<file path="src/rtl/a2d_sched_if.sv">
// SPI transaction-engine handshake between the A2D scheduler (master) and the engine (slave).
// wrt starts a transaction; done returns its completion along with rd_data.
interface a2d_sched_if;
    logic        wrt;
    logic [15:0] wt_data;
    logic        done;
    logic [15:0] rd_data;

    modport master (output wrt, wt_data, input done, rd_data);
    modport slave  (input wrt, wt_data, output done, rd_data);
endinterface

</file>
<file path="src/rtl/a2d_sched.sv">
// Round-robin plus on-demand battery scheduler for two-transaction A2D conversions.
// A conversion starts one clock after a request is pending; results and upd appear one clock after the final done.
module a2d_sched #(
    parameter int          PERIOD   = 1024,
    parameter int          GAP      = 2,
    parameter logic [2:0]  CH_LFT   = 3'd0,
    parameter logic [2:0]  CH_RGHT  = 3'd4,
    parameter logic [2:0]  CH_STEER = 3'd5,
    parameter logic [2:0]  CH_BATT  = 3'd6
) (
    input  logic              clk,
    input  logic              rst,
    a2d_sched_if.master       spi,
    input  logic              en_i,
    input  logic              batt_req_i,
    output logic [11:0]       lft_ld_o,
    output logic [11:0]       rght_ld_o,
    output logic [11:0]       steer_pot_o,
    output logic [11:0]       batt_o,
    output logic [3:0]        upd_o,
    output logic              batt_ack_o,
    output logic              busy_o
);
    localparam int CW = (PERIOD > 1) ? $clog2(PERIOD) : 1;
    localparam int GW = $clog2(GAP + 1);

    typedef enum logic [2:0] {IDLE, CMD, WAIT1, GAPW, RD, WAIT2} state_t;

    state_t            state_q;
    logic [CW-1:0]     cnt_q, cnt_d;
    logic              slot_pend_q, slot_pend_d;
    logic              batt_pend_q, batt_pend_d;
    logic [1:0]        ptr_q, sel_q, sel_d;
    logic              slot_cv_q, batt_cv_q;
    logic [GW-1:0]     gcnt_q;
    logic              wrt_q, busy_q, batt_ack_q;
    logic [15:0]       wt_data_q;
    logic [3:0][11:0]  res_q;
    logic [3:0]        upd_q;
    logic              slot_tick, take_batt, take_slot;

    // Slot indices 0..3 map to LFT, RGHT, STEER, BATT; index 3 doubles as the battery slot.
    function automatic logic [2:0] ch_of(input logic [1:0] idx);
        case (idx)
            2'd0:    ch_of = CH_LFT;
            2'd1:    ch_of = CH_RGHT;
            2'd2:    ch_of = CH_STEER;
            default: ch_of = CH_BATT;
        endcase
    endfunction

    always_comb begin
        cnt_d     = '0;
        slot_tick = 1'b0;
        if (en_i) begin
            if (cnt_q == CW'(PERIOD - 1)) slot_tick = 1'b1;
            else                          cnt_d     = cnt_q + CW'(1);
        end
        // Battery wins; a pending slot rides along only when it is the battery's own turn.
        take_batt   = (state_q == IDLE) && batt_pend_q;
        take_slot   = (state_q == IDLE) && slot_pend_q && en_i && (!batt_pend_q || ptr_q == 2'd3);
        sel_d       = take_batt ? 2'd3 : ptr_q;
        slot_pend_d = en_i && ((slot_pend_q && !take_slot) || slot_tick);
        batt_pend_d = (batt_pend_q && !take_batt) || batt_req_i;
    end

    always_ff @(posedge clk or posedge rst) begin
        if (rst) begin
            state_q     <= IDLE;
            cnt_q       <= '0;
            slot_pend_q <= 1'b0;
            batt_pend_q <= 1'b0;
            ptr_q       <= 2'd0;
            sel_q       <= 2'd0;
            slot_cv_q   <= 1'b0;
            batt_cv_q   <= 1'b0;
            gcnt_q      <= '0;
            wrt_q       <= 1'b0;
            busy_q      <= 1'b0;
            batt_ack_q  <= 1'b0;
            wt_data_q   <= '0;
            res_q       <= '0;
            upd_q       <= '0;
        end else begin
            cnt_q       <= cnt_d;
            slot_pend_q <= slot_pend_d;
            batt_pend_q <= batt_pend_d;
            wrt_q       <= 1'b0;
            upd_q       <= '0;
            batt_ack_q  <= 1'b0;
            case (state_q)
                IDLE: if (take_batt || take_slot) begin
                    state_q   <= CMD;
                    wrt_q     <= 1'b1;
                    busy_q    <= 1'b1;
                    sel_q     <= sel_d;
                    slot_cv_q <= take_slot;
                    batt_cv_q <= take_batt;
                    wt_data_q <= {2'b00, ch_of(sel_d), 11'h000};
                end
                CMD:   state_q <= WAIT1;
                WAIT1: if (spi.done) begin
                    state_q <= GAPW;
                    gcnt_q  <= '0;
                end
                GAPW: if (gcnt_q == GW'(GAP - 1)) begin
                    state_q <= RD;
                    wrt_q   <= 1'b1;
                end else begin
                    gcnt_q  <= gcnt_q + GW'(1);
                end
                RD:    state_q <= WAIT2;
                WAIT2: if (spi.done) begin
                    state_q      <= IDLE;
                    busy_q       <= 1'b0;
                    res_q[sel_q] <= spi.rd_data[11:0];
                    upd_q        <= 4'(1) << sel_q;
                    batt_ack_q   <= batt_cv_q;
                    if (slot_cv_q) ptr_q <= ptr_q + 2'd1;
                end
                default: state_q <= IDLE;
            endcase
        end
    end

    assign spi.wrt     = wrt_q;
    assign spi.wt_data = wt_data_q;
    assign lft_ld_o    = res_q[0];
    assign rght_ld_o   = res_q[1];
    assign steer_pot_o = res_q[2];
    assign batt_o      = res_q[3];
    assign upd_o       = upd_q;
    assign batt_ack_o  = batt_ack_q;
    assign busy_o      = busy_q;
endmodule

</file>
<file path="src/flat_wrapper.sv">
// flat-port wrapper written by rule: the top's interface ports become plain ports
module a2d_sched_flat 
#(
    parameter int          PERIOD   = 1024,
    parameter int          GAP      = 2,
    parameter logic [2:0]  CH_LFT   = 3'd0,
    parameter logic [2:0]  CH_RGHT  = 3'd4,
    parameter logic [2:0]  CH_STEER = 3'd5,
    parameter logic [2:0]  CH_BATT  = 3'd6
)
  (clk, rst, en_i, batt_req_i, lft_ld_o, rght_ld_o, steer_pot_o, batt_o, upd_o, batt_ack_o, busy_o, spi_wrt, spi_wt_data, spi_done, spi_rd_data);
  a2d_sched_if spi_i ();
  input  logic clk;
  input  logic rst;
  input  logic en_i;
  input  logic batt_req_i;
  output logic [11:0] lft_ld_o;
  output logic [11:0] rght_ld_o;
  output logic [11:0] steer_pot_o;
  output logic [11:0] batt_o;
  output logic [3:0] upd_o;
  output logic batt_ack_o;
  output logic busy_o;
  output wire logic [$bits(spi_i.wrt)-1:0] spi_wrt;
  output wire logic [$bits(spi_i.wt_data)-1:0] spi_wt_data;
  input wire logic [$bits(spi_i.done)-1:0] spi_done;
  input wire logic [$bits(spi_i.rd_data)-1:0] spi_rd_data;
  assign spi_wrt = spi_i.wrt;
  assign spi_wt_data = spi_i.wt_data;
  assign spi_i.done = spi_done;
  assign spi_i.rd_data = spi_rd_data;
  a2d_sched #(.PERIOD(PERIOD), .GAP(GAP), .CH_LFT(CH_LFT), .CH_RGHT(CH_RGHT), .CH_STEER(CH_STEER), .CH_BATT(CH_BATT)) u_core (.clk(clk), .rst(rst), .spi(spi_i), .en_i(en_i), .batt_req_i(batt_req_i), .lft_ld_o(lft_ld_o), .rght_ld_o(rght_ld_o), .steer_pot_o(steer_pot_o), .batt_o(batt_o), .upd_o(upd_o), .batt_ack_o(batt_ack_o), .busy_o(busy_o));
endmodule
</file>
<file path="config.mk">
export PLATFORM = sky130hd
export DESIGN_NAME = a2d_sched_flat
export DESIGN_NICKNAME = d
export VERILOG_FILES = /design/src/rtl/a2d_sched_if.sv /design/src/rtl/a2d_sched.sv /design/src/flat_wrapper.sv
export SDC_FILE = /design/constraint.sdc
export NUM_CORES = 1
export LEC_CHECK = 0
export BUFFER_PORTS_ARGS = -buffer_cell sky130_fd_sc_hd__buf_2
export CORE_MARGIN = 2
export CORE_UTILIZATION = 52
export DETAILED_ROUTE_END_ITERATION = 8
export GPL_TIMING_DRIVEN = 0
export PLACE_DENSITY = 0.79
export SETUP_SLACK_MARGIN = 0.4
export SLEW_MARGIN = 40
export SYNTH_ARGS = -nofsm -noshare
export SYNTH_HDL_FRONTEND = slang
export SYNTH_SLANG_ARGS = --single-unit
</file>
<file path="constraint.sdc">
create_clock -name clk -period 2.6 [get_ports clk]
set_input_delay 0.39 -clock clk [delete_from_list [all_inputs] [get_ports clk]]
set_output_delay 0.39 -clock clk [all_outputs]
set_load 0.02 [all_outputs]
</file>
==> After elaboration in Yosys (flattened, before gate mapping) <==
Index checks and enable logic that the tools add are counted.
{ "word_totals": {"register_bits": 81, "inputBits": 21, "out_inout_bits": 71, "wordCells": 91} }
{ "op_classes": {"add_sub_neg": 3, "n_lt_le_gt_ge": 2, "eq_ne": 15, "shift": 1, "n_mux": 27, "n_reduce_logical": 25} }
{ "op_table": {"columns": ["op", "n"], "rows": [
  ["$bwmux W48", 1],
  ["$demux W12 S2", 1],
  ["$mux W10", 2],
  ["$pmux W3 S6", 1],
  ["$mux W12", 1],
  ["$mux W3", 4],
  ["$add A10 B1 Y10 const B", 1],
  ["$eq A10 B10 Y1 const B", 1],
  ["$pmux W3 S3", 1],
  ["$reduce_and A3 Y1", 3],
  ["$logic_and A1 B1 Y1", 8],
  ["$mux W1", 8],
  ["$mux W4", 2],
  ["$ne A2 B2 Y1 const B", 4],
  ["$eq A3 B2 Y1 const B", 2],
  ["$eq A3 B3 Y1 const B", 2],
  ["$mux W2", 3],
  ["$add A2 B1 Y2 const B", 2],
  ["$eq A2 B1 Y1 const B", 2],
  ["$eq A2 B2 Y1 const B", 2],
  ["$logic_or A1 B1 Y1", 4],
  ["$pmux W1 S2", 2],
  ["$pmux W2 S2", 1],
  ["$reduce_and A2 Y1", 2],
  ["10 further kinds", 13]
]} }

==> Longest topological paths before layout <==
{ "depth": {"word_depth": 8, "depth_mapped": 6, "depth_no_buf": 5} }

==> Worst setup path before layout <==
No wires, ideal clock.
{ "synth_path": {"path_type": "register to register", "start": "reg u_core.state_q[1]", "end": "reg u_core.res_q (netlist bit u_core.steer_pot_o[0])", "setup_time_ns": 0.125, "arrival_ns": 1.522, "required_time_ns": 2.475, "setup_slack_ns": 0.953, "stages_incl_launch_ff": 5, "n_path_buf": 1, "synth_period_minus_slack_ns": 1.647, "cell_sequence": "dfrtp_1 nand3b_1 nor3_1 buf_4 mux2_2"} }
{ "synth_via": {"elab_chain_cells": 2} }
{ "synth_lines": {"columns": ["item", "line_no", "text"], "rows": [
  ["from (decl)", "a2d_sched.sv:29", "state_t state_q;"],
  ["from (signal assigned)", "a2d_sched.sv:69", "state_q <= IDLE;"],
  ["from (signal assigned)", "a2d_sched.sv:93", "state_q <= CMD;"],
  ["from (signal assigned)", "a2d_sched.sv:101", "CMD: state_q <= WAIT1;"],
  ["$eq A3 B3 Y1", "a2d_sched.sv:91", "case (state_q)"],
  ["$reduce_and A2 Y1 (no source line)", null, null],
  ["to (signal, indexed assignment)", "a2d_sched.sv:116", "res_q[sel_q] <= spi.rd_data[11:0];"],
  ["to (decl)", "a2d_sched.sv:38", "logic [3:0][11:0] res_q;"]
]} }
Every way passes these cells.
A chain may end at the register's enable or synchronous reset.

==> Worst setup path in the final report <==
Same ends and word-level chain as after synthesis.

==> Implementation_results.wiki <==
{| class="wikitable"
! Metric !! Value
|-
| Violation count after the first detailed-route iteration || 59
|-
| Outcome || finished, final reports clean
|-
| CTS Hold Bufs || 1
|-
| Max Transition Viols Final || 0
|-
| Sequential element share of the synthesized area || 58.4%
|-
| Type of element capturing the critical path || flop
|-
| Worst Path Required || 2820 ps
|-
| Proportion of power drawn by flip-flops and latches || 46.8%
|-
| Setup bufs post-CTS || 0
|-
| Start of the worst register-to-register path || u_core.state_q[1]
|-
| Setup-failing EPs final || 0
|-
| Total power after layout || 3.34 mW
|-
| Count of non-filler cells in the finished layout || 445
|-
| Cell area power density || 786 mW/mm^2
|-
| Highest clock rate || 0.513 GHz
|-
| Worst IR Drop VDD || 0.545 mV
|-
| Final Routed Wirelength || 6500 um
|-
| Reg-to-reg endpoint || u_core.steer_pot_o[0]
|-
| Quantity of gates resized following cts || 0
|-
| Total of max-cap violations || 0
|-
| CP Launch Type || flop
|-
| Overflow left after global routing || 0
|-
| Cell count after synthesis || 264
|-
| Combinational fraction of design power || 26.1%
|-
| Final cycle utilization of the critical path || 75.0%
|-
| Post-Place Cells || 429
|-
| Number of global-route vias before repair || 2240
|-
| Largest fanout of any net on the critical path || 10
|-
| Post-synth ARST share || 100%
|-
| Buffers added on ports || 73
|-
| Area of all sequential standard cells || 0.00203 mm^2
|-
| Startpoint of the tightest hold check path || batt_req_i
|-
| Accumulated negative setup slack || 0 ps
|-
| Flip-flop cell with the highest count after synthesis || dfrtp_1
|-
| Bufs and invs on worst path || 1
|-
| Fin nets || 388
|-
| Net switching power of the design || 1.06 mW
|-
| Synth warn || 0
|-
| Number of nets with antenna violations after routing || 0
|-
| Total internal power || 2.29 mW
|-
| Final instance area || 0.00425 mm^2
|-
| Cell chosen for the clock root || clkbuf_8
|-
| Crit path time final || 1950 ps
|-
| Leakage dissipation || 2.19 nW
|-
| Count of antenna diodes in the layout || 0
|-
| Cell chain of the critical path || nand3b_1 > nor3_1 > buf_4 > mux2_2
|-
| Clock latency at the later pin of the worst-skew pair || 340 ps
|-
| Clock Sinks || 81
|-
| Smallest hold slack || 229 ps
|-
| Layout fillers || 485
|-
| Crit path DAT || 2170 ps
|-
| Via density || 5.31
|-
| Least setup slack across all paths after layout || 649 ps
|-
| Pin count of the biggest net entering global routing || 27
|-
| Initial Utilization || 54.3%
|-
| Rows || 29
|-
| Global Route Usage Sum || 18.6%
|-
| Critical-path top delay cell || nor3_1
|-
| Kind of critical path || flop to flop
|-
| Number of hold-slack violations in the final timing report || 0
|-
| Pre-CTS setup slack || 666 ps
|-
| Number of synthesized flops with an enable pin || 0
|-
| Remaining max-slew budget at the tightest pin || 61.7%
|-
| Hpwl dp || 4730 um
|-
| RSZ-0062 raised after global routing || no
|-
| Number of antenna violations at the first check in global routing || 0
|-
| Clk pin slew, worst setup/hold paths || 80 ps
|-
| DRT Pass-1 Iters || 4
|-
| R2r worst-path depth || 4
|-
| Internal reg-to-reg setup slack || 650 ps
|-
| Avg Cell Area, Syn || 13.1 um^2
|-
| Placer Congestion || 0.886
|-
| Number of instances on the worst hold path || 2
|-
| Layout Area Growth over Synthesis || 22.5%
|-
| Dpl cell area || 0.00405 mm^2
|-
| End point of the most critical hold path || u_core.batt_pend_q
|-
| Fraction of final layout cells with drive strength greater than 1 || 44.8%
|-
| Vertical extent of the die || 85.7 um
|-
| Post-layout util || 66.6%
|-
| Class of the most critical hold timing path || input pin to flop
|-
| Transition at the pin with the smallest max-transition slack || 570 ps
|-
| Distinct cells, synth || 46
|-
| Area of the mapped netlist || 0.00347 mm^2
|-
| Setup Skew || 8.12 ps
|-
| Sw Share || 31.6%
|-
| Crit path max-delay family || simple AND/OR/NAND/NOR gates
|-
| Wire length of the first global-routing pass || 10800 um
|-
| Number of buffers on the longest clock path || 2
|-
| CTS buffer count || 9
|-
| Clock Power Share || 27.1%
|-
| Count of H-tree levels built during CTS || 3
|-
| Area of the core || 0.00639 mm^2
|-
| Delay of the slowest cell on the worst path || 490 ps
|-
| # IOs || 92
|-
| Total area of multi-input combinational cells || 0.00128 mm^2
|-
| Clock tree from TritonCTS || yes
|-
| Die Span X || 85.7 um
|-
| WL/cell || 14.6 um
|-
| Number of remaining DRC errors || 0
|-
| Full die area || 0.00734 mm^2
|-
| Post-synthesis sequential element count || 81
|-
| Total vias in the final route || 2364
|}
layout make-up:
type	count	share of cell area, %
Buffer	23	4.09
Clock buffer	10	3.24
Clock inverter	5	1.32
Inverter	8	0.795
Multi-Input combinational cell	164	30.2
Sequential cell	81	47.7
Tap cell	77	2.27
Timing Repair Buffer	77	10.4
power groups by stage:
stage               Clock, mW  Combinational, mW  Sequential [mW]
global route            0.974              0.950             1.59
global placement            0              0.842             1.58
finish                  0.905              0.871             1.56
detailed placement          0              0.878             1.59
CTS                     0.925              0.883             1.56
floorplan                   0              0.441             1.75
worst max path at each step:
stage                           start                     to  slack (ps)  cells after the start
finish              u_core.state_q[1]  u_core.steer_pot_o[0]         650                      4
CTS                 u_core.state_q[1]  u_core.steer_pot_o[0]         650                      4
global route        u_core.state_q[1]  u_core.steer_pot_o[0]         490                      4
detailed placement  u_core.state_q[1]  u_core.steer_pot_o[0]         670                      4
global placement    u_core.state_q[1]  u_core.steer_pot_o[4]         660                      4
floorplan           u_core.state_q[1]  u_core.steer_pot_o[0]         950                      4
metal layers:
layer,vias to the layer above,wire length [um],track usage [%]
li1,1120,-,-
met1,1162,2940,25.8
met2,77,3070,29.1
met3,5,434,3.85
met4,0,51,7.36
met5,-,0,0
flip-flops by register name (all words and copies together) (netlist names), 2 cells and up:
| name | count |
|---|---|
| u_core.batt_o | 12 |
| u_core.cnt_q | 10 |
| u_core.gcnt_q | 2 |
| u_core.lft_ld_o | 12 |
| u_core.ptr_q | 2 |
| u_core.rght_ld_o | 12 |
| u_core.sel_q | 2 |
| u_core.spi.wt_data | 3 |
| u_core.state_q | 3 |
| u_core.steer_pot_o | 12 |
| u_core.upd_o | 4 |
cell usage after synthesis, types with 4 or more instances:
library cell / n / area, um^2
nor2_1: 10 / 37.5
mux2_4: 9 / 135
and3_1: 4 / 25.0
or3_1: 4 / 25.0
mux2_2: 40 / 450
a21oi_1: 5 / 25.0
nor3_1: 5 / 25.0
buf_4: 16 / 120
nand2_1: 11 / 41.3
inv_1: 8 / 30.0
nand4_1: 4 / 25.0
nand3_1: 6 / 30.0
dfrtp_1: 81 / 2030
o21ai_0: 7 / 35.0
o31ai_1: 4 / 30.0
cells in the final DEF (no fill, tap or decap), types with 7 or more instances in the layout:
cell type | netlist | layout
dfrtp_1 | 81 | 81
buf_2 | 3 | 76
clkbuf_8 | 0 | 10
o21ai_0 | 7 | 7
conb_1 | 1 | 13
nand2_1 | 11 | 11
mux2_2 | 40 | 40
mux2_4 | 9 | 9
inv_1 | 8 | 7
buf_4 | 16 | 16
nor2_1 | 10 | 10
cell families after synthesis:
logic type                 synth area share [%]
DFF                                        58.4
and+or+nand+nor                            9.49
muxes                                      16.9
AOI/OAI and AO/OA                          7.11
buffers and inverters                      5.88
xor gates and xnor gates                   1.01
adders and majority gates                  1.08
other                                     0.108
(Power assumes the default switching activity.)
